$ cat src/rtl/uart_pkg.sv
// Shared UART definitions: FSM states, frame-format field positions and the
// parity helper used by both the transmit and receive paths.
package uart_pkg;

  typedef enum logic [2:0] {
    IDLE   = 3'd0,
    START  = 3'd1,
    DATA   = 3'd2,
    PARITY = 3'd3,
    STOP   = 3'd4
  } uart_state_e;

  // Bit positions inside the 5-bit frame-format word.
  localparam int unsigned CONF_W        = 5;
  localparam int unsigned CONF_SIZE_MSB = 4;
  localparam int unsigned CONF_SIZE_LSB = 3;
  localparam int unsigned CONF_STOP2    = 2;
  localparam int unsigned CONF_PAR_EN   = 1;
  localparam int unsigned CONF_PAR_ODD  = 0;

  // XOR of the n low bits of data, inverted for odd parity.
  function automatic logic uart_parity(input logic [7:0] data,
                                       input logic [3:0] n,
                                       input logic       odd);
    logic p;
    p = odd;
    for (int i = 0; i < 8; i++) begin
      if (i < int'(n)) p = p ^ data[i];
    end
    return p;
  endfunction

endpackage

$ cat src/rtl/uart_fifo.sv
// Single-clock FIFO with a separate level counter so full and empty never
// alias. Read data is the current head entry (no output register).
module uart_fifo #(
  parameter int Width = 8,
  parameter int Depth = 4
) (
  input  logic                     clk_i,
  input  logic                     rst_i,
  input  logic                     push_i,
  input  logic [Width-1:0]         wdata_i,
  input  logic                     pop_i,
  output logic [Width-1:0]         rdata_o,
  output logic                     full_o,
  output logic                     empty_o,
  output logic [$clog2(Depth):0]   level_o
);

  localparam int PtrW = $clog2(Depth);
  localparam int LvlW = PtrW + 1;

  logic [Width-1:0] mem_q [Depth];
  logic [PtrW-1:0]  wr_ptr_q, wr_ptr_d;
  logic [PtrW-1:0]  rd_ptr_q, rd_ptr_d;
  logic [LvlW-1:0]  level_q, level_d;
  logic             push_ok, pop_ok;

  assign full_o  = (level_q == LvlW'(Depth));
  assign empty_o = (level_q == '0);
  assign level_o = level_q;
  assign rdata_o = mem_q[rd_ptr_q];
  assign push_ok = push_i && !full_o;
  assign pop_ok  = pop_i && !empty_o;

  // Pointer and level next-state; pointers wrap naturally since Depth is 2^n.
  always_comb begin
    wr_ptr_d = wr_ptr_q;
    rd_ptr_d = rd_ptr_q;
    level_d  = level_q;
    if (push_ok) wr_ptr_d = wr_ptr_q + PtrW'(1);
    if (pop_ok)  rd_ptr_d = rd_ptr_q + PtrW'(1);
    if (push_ok && !pop_ok)      level_d = level_q + LvlW'(1);
    else if (pop_ok && !push_ok) level_d = level_q - LvlW'(1);
  end

  // Pointer and level registers.
  always_ff @(posedge clk_i or negedge rst_i) begin
    if (!rst_i) begin
      wr_ptr_q <= '0;
      rd_ptr_q <= '0;
      level_q  <= '0;
    end else begin
      wr_ptr_q <= wr_ptr_d;
      rd_ptr_q <= rd_ptr_d;
      level_q  <= level_d;
    end
  end

  // Storage array; contents are don't-care while the level says empty.
  always_ff @(posedge clk_i) begin
    if (push_ok) mem_q[wr_ptr_q] <= wdata_i;
  end

endmodule

$ cat src/rtl/uart_tx_param.sv
// UART transmitter: FIFO-fed frame FSM with run-time frame format.
//
// state  | meaning
// IDLE   | line high, waiting for a tick with tx_en and a queued byte
// START  | start bit (0) for one bit time
// DATA   | data bits LSB first, 5..8 of them
// PARITY | optional parity bit
// STOP   | one or two stop bits (1); may launch the next frame directly
module uart_tx_param
  import uart_pkg::*;
#(
  parameter int OversampleRate = 16,
  parameter int FifoDepth      = 4
) (
  input  logic                         clk_i,
  input  logic                         rst_i,
  input  logic                         baud_en_i,
  input  logic                         tx_en_i,
  input  logic [4:0]                   tx_conf_i,
  input  logic                         tx_valid_i,
  input  logic [7:0]                   tx_data_i,
  output logic                         tx_ready_o,
  output logic                         tx_busy_o,
  output logic                         tx_done_o,
  output logic [$clog2(FifoDepth):0]   fifo_level_o,
  output logic                         uart_tx_o
);

  localparam int SampW = $clog2(OversampleRate);
  localparam logic [SampW-1:0] SampMax = SampW'(OversampleRate - 1);

  uart_state_e        state_q, state_d;
  logic [SampW-1:0]   samp_q, samp_d;
  logic [2:0]         bit_q, bit_d;
  logic               stop_q, stop_d;
  logic [7:0]         data_q, data_d;
  logic [CONF_W-1:0]  conf_q, conf_d;
  logic               tx_q, tx_d;

  logic               pop, done;
  logic               fifo_full, fifo_empty;
  logic [7:0]         fifo_rdata;
  logic               samp_last, can_pop;
  logic [2:0]         bit_inc, last_bit;
  logic [3:0]         n_bits;
  logic               par_bit;

  uart_fifo #(
    .Width (8),
    .Depth (FifoDepth)
  ) u_fifo (
    .clk_i   (clk_i),
    .rst_i   (rst_i),
    .push_i  (tx_valid_i),
    .wdata_i (tx_data_i),
    .pop_i   (pop),
    .rdata_o (fifo_rdata),
    .full_o  (fifo_full),
    .empty_o (fifo_empty),
    .level_o (fifo_level_o)
  );

  assign samp_last = (samp_q == SampMax);
  assign can_pop   = tx_en_i && !fifo_empty;
  assign bit_inc   = bit_q + 3'd1;
  assign last_bit  = 3'd4 + {1'b0, conf_q[CONF_SIZE_MSB:CONF_SIZE_LSB]};
  assign n_bits    = 4'd5 + {2'b00, conf_q[CONF_SIZE_MSB:CONF_SIZE_LSB]};
  assign par_bit   = uart_parity(data_q, n_bits, conf_q[CONF_PAR_ODD]);

  assign tx_ready_o = !fifo_full;
  assign tx_busy_o  = (state_q != IDLE);
  assign tx_done_o  = done;
  assign uart_tx_o  = tx_q;

  // Frame sequencing; everything advances only on baud ticks.
  always_comb begin
    state_d = state_q;
    samp_d  = samp_q;
    bit_d   = bit_q;
    stop_d  = stop_q;
    data_d  = data_q;
    conf_d  = conf_q;
    tx_d    = tx_q;
    pop     = 1'b0;
    done    = 1'b0;
    if (baud_en_i) begin
      unique case (state_q)
        IDLE: begin
          if (can_pop) begin
            pop     = 1'b1;
            state_d = START;
            samp_d  = '0;
            bit_d   = '0;
            stop_d  = 1'b0;
            data_d  = fifo_rdata;
            conf_d  = tx_conf_i;
            tx_d    = 1'b0;
          end
        end
        START: begin
          if (samp_last) begin
            state_d = DATA;
            samp_d  = '0;
            bit_d   = '0;
            tx_d    = data_q[0];
          end else begin
            samp_d = samp_q + SampW'(1);
          end
        end
        DATA: begin
          if (samp_last) begin
            samp_d = '0;
            if (bit_q == last_bit) begin
              if (conf_q[CONF_PAR_EN]) begin
                state_d = PARITY;
                tx_d    = par_bit;
              end else begin
                state_d = STOP;
                stop_d  = 1'b0;
                tx_d    = 1'b1;
              end
            end else begin
              bit_d = bit_inc;
              tx_d  = data_q[bit_inc];
            end
          end else begin
            samp_d = samp_q + SampW'(1);
          end
        end
        PARITY: begin
          if (samp_last) begin
            state_d = STOP;
            samp_d  = '0;
            stop_d  = 1'b0;
            tx_d    = 1'b1;
          end else begin
            samp_d = samp_q + SampW'(1);
          end
        end
        STOP: begin
          if (samp_last) begin
            samp_d = '0;
            if (conf_q[CONF_STOP2] && !stop_q) begin
              stop_d = 1'b1;
            end else begin
              done = 1'b1;
              if (can_pop) begin
                // Back-to-back launch: no idle bit between frames.
                pop     = 1'b1;
                state_d = START;
                bit_d   = '0;
                stop_d  = 1'b0;
                data_d  = fifo_rdata;
                conf_d  = tx_conf_i;
                tx_d    = 1'b0;
              end else begin
                state_d = IDLE;
                tx_d    = 1'b1;
              end
            end
          end else begin
            samp_d = samp_q + SampW'(1);
          end
        end
        default: begin
          state_d = IDLE;
          tx_d    = 1'b1;
        end
      endcase
    end
  end

  // FSM, counters, shadow registers and the line register.
  always_ff @(posedge clk_i or negedge rst_i) begin
    if (!rst_i) begin
      state_q <= IDLE;
      samp_q  <= '0;
      bit_q   <= '0;
      stop_q  <= 1'b0;
      data_q  <= '0;
      conf_q  <= '0;
      tx_q    <= 1'b1;
    end else begin
      state_q <= state_d;
      samp_q  <= samp_d;
      bit_q   <= bit_d;
      stop_q  <= stop_d;
      data_q  <= data_d;
      conf_q  <= conf_d;
      tx_q    <= tx_d;
    end
  end

endmodule
$ cat config.mk
export PLATFORM = sky130hd
export DESIGN_NAME = uart_tx_param
export DESIGN_NICKNAME = d
export VERILOG_FILES = /design/src/rtl/uart_pkg.sv /design/src/rtl/uart_fifo.sv /design/src/rtl/uart_tx_param.sv
export SDC_FILE = /design/constraint.sdc
export NUM_CORES = 1
export LEC_CHECK = 0
export BUFFER_PORTS_ARGS = -buffer_cell sky130_fd_sc_hd__buf_4
export CORE_ASPECT_RATIO = 0.5
export CORE_MARGIN = 5
export CORE_UTILIZATION = 30
export DETAILED_ROUTE_END_ITERATION = 12
export PLACE_DENSITY = 0.49
export SLEW_MARGIN = 30
export SYNTH_ARGS = -nofsm -noshare
export SYNTH_HDL_FRONTEND = slang
export SYNTH_HIERARCHICAL = 1
export SYNTH_SLANG_ARGS = --single-unit
$ cat constraint.sdc
create_clock -name clk_i -period 3.33 [get_ports clk_i]
set_input_delay 0.4995 -clock clk_i [delete_from_list [all_inputs] [get_ports clk_i]]
set_output_delay 0.4995 -clock clk_i [all_outputs]
set_load 0.1 [all_outputs]
==> results.py <==
metrics = {
    "routing": {
        "post-route-drc-count": 0,
        "drtIter0Drc": 78,
        "vias": 1923,
        "ant_nets": 0,
        "wirelength_um": 6150,
        "drt_pass1_iterations": 4,
        "avgRoutedWirePerCell_um": 15.3,
        "vias_per_cell": 4.80,
    },
    "run": {
        "maxCapViolCount": 0,
    },
    "timing": {
        "worstMarginPinSlew_ps": 606,
        "slew_viol_final": 0,
        "min_period_ps": 2810,
        "max_freq_mhz": 356,
        "relSlewSlack": 0.596,
        "setup_violations": 0,
        "rsz0062_at_grt": "no",
        "hold_viol": 0,
        "skew_ps": 6.45,
        "post-route-period-util": 0.844,
        "tns_ps": 0,
    },
    "die": {
        "die_x_um": 157,
        "core_mm2": 0.0103,
        "die_h_um": 83.3,
        "initial_core_util": 0.312,
        "dieArea_mm2": 0.0130,
        "ioPinCount": 25,
        "rows": 26,
    },
    "power": {
        "ir_worst_vdd_mv": 0.312,
        "pwr_density_cell_mw_per_mm2": 987,
        "leakagePower_nw": 1.51,
    },
    "finish": {
        "final_net_count": 282,
        "num_antenna_cells": 0,
        "drive_above_1_share": 0.314,
        "instances_no_fill": 401,
        "final_common_cell": "edfxtp_1",
        "most-common-layout-cells": "32 x edfxtp_1, 31 x dfrtp_1, 24 x buf_4, 12 x nand2_1, 12 x xnor2_1",
        "area_growth_pct": 19.4,
        "fillers": 988,
    },
    "grt": {
        "grt_usage": 0.103,
        "grt_pass1_wl_um": 10600,
        "grt_overflow": 0,
        "grt_pass1_vias": 2072,
        "antenna_found_initial": 0,
        "grt_max_degree": 33,
    },
    "clocking": {
        "clock_sinks": 64,
        "cts_tree": "built",
        "htreeDepth": 3,
        "cts_root_buf": "clkbuf_16",
        "clockBufferDepth": 2,
        "cts_buffers": 9,
        "post_cts_buffers": 0,
        "clock_latency_ps": 320,
        "cts_resized": 0,
        "holdBufCountCts": 0,
        "path_clk_slew_ps": 50,
    },
    "setup_path": {
        "path_class": "flop to flop",
        "worstPathMaxFanout": 14,
        "cp.arrival_ps": 3020,
        "reg2reg_depth": 10,
        "cp-end-kind": "flop",
        "crit_required_ps": 3540,
        "critPathLaunchType": "flop",
    },
    "logic_synthesis": {
        "synthesis.nets": 256,
        "ys_types": 55,
        "async_flop_share": 0.500,
        "syn_avg_cell_area_um2": 14.0,
        "syn-cell-area_mm2": 0.00322,
        "seq_area_frac_synth": 0.547,
        "synth-seq-cells": 64,
        "synth_top_area_share": 0.298,
        "yosys_warnings": 6,
        "synth_top_area_cell": "edfxtp_1",
        "synth_area_leaders": "edfxtp_1 30%, dfrtp_1 24%, mux4_2 7.0%",
        "synth_edf_count": 32,
        "syn_inst": 230,
        "synth_flop_cell": "edfxtp_1",
    },
    "status": {
        "outcome": "finished clean",
    },
    "placement": {
        "dp.cells": 385,
        "gp_congestion": 0.790,
        "hpwlAfterDp_um": 4290,
        "io_buffers": 24,
    },
    "worst_hold_path": {
        "hold_class": "input port to async pin",
    },
}
-- metal layers --
layer  GRT usage  vias to the layer above  wire, um
li1            -                      920         -
met1       0.124                      972      2770
met2       0.168                       25      3080
met3      0.0348                        6       203
met4      0.0425                        0        91
met5           0                        -         0
-- synth_stat cells, drive strengths merged, types with 3 or more instances --
cell,number
or2,3
a21oi,5
and2,4
nand2b,3
edfxtp,32
nand2,12
dfrtp,31
nor2b,4
nor2,11
o211ai,4
nand4,3
and3,3
mux2,20
mux4,10
inv,6
nand3,5
xnor2,12
xor2,3
o21ai,11
ha,7
buf,7
-- cells by family after synthesis --
kind of cell,share of synthesized area
xor+xnor,0.0407
compound gates,0.0811
fa+ha+maj,0.0334
simple gates,0.112
flops,0.547
buf+inv,0.0287
mux,0.158
-- path summary, 6_finish.rpt --
check                             start                 end  slack [ps]
hold / removal                    rst_i  u_fifo/wr_ptr_q[1]         110
min in group clk_i         tx_data_i[4]  u_fifo/mem_q[2][4]         370
max in group asynchronous         rst_i           uart_tx_o        2890
setup reg to reg              samp_q[0]   u_fifo/level_o[1]         520
setup / recovery              samp_q[0]   u_fifo/level_o[1]         520
hold reg to reg               conf_q[2]           conf_q[2]         530
-- through the flow --
| step | instance area (um^2) | total power (W) | hold WS [ps] | setup slack (ps) | utilization |
|---|---|---|---|---|---|
| after CTS | 3850 | 0.00385 | 115 | 516 | 0.372 |
| after global placement | 3520 | 0.00276 | 458 | 585 | 0.340 |
| after detailed placement | 3520 | 0.00279 | 466 | 517 | 0.340 |
| after floorplan | 3230 | 0.00248 | 204 | 190 | - |
| final | 3850 | 0.00380 | 106 | 518 | 0.372 |
| after global routing | 3850 | 0.00405 | 153 | 281 | 0.372 |
-- final cells by class --
cell class,count,area [um^2],share of cell area
timing repair buffer,24,180,0.0468
sequential,64,1760,0.458
clock inverter,5,97.6,0.0254
multi-input combinational,150,1370,0.357
tap,140,175,0.0455
inverter,7,26.3,0.00683
clock buffer,11,233,0.0605
-- state kept, by name, summed over array words and instances, names as in the netlist --
name             count
bit_q                3
conf_q               5
data_q               8
samp_q               4
state_q              3
stop_q               1
u_fifo/level_o       3
u_fifo/mem_q        32
u_fifo/rd_ptr_q      2
u_fifo/wr_ptr_q      2
uart_tx_o            1
-- worst max-delay path, cell delays in order, from the launching register on --
cell	delay, ps
dfrtp_1	390
ha_1	310
nand3_4	140
or2_4	260
a211o_4	440
inv_1	110
nand2b_1	90
ha_1	210
inv_1	70
fa_1	400
mux2_2	270
-- report_power, final --
part           switching (W)  total (W)  internal [W]
logic               0.000692    0.00133      0.000642
clock network       0.000318    0.00104      0.000726
registers           0.000317    0.00142       0.00110
total                0.00133    0.00380       0.00247
Power figures use the tool's default switching activity.
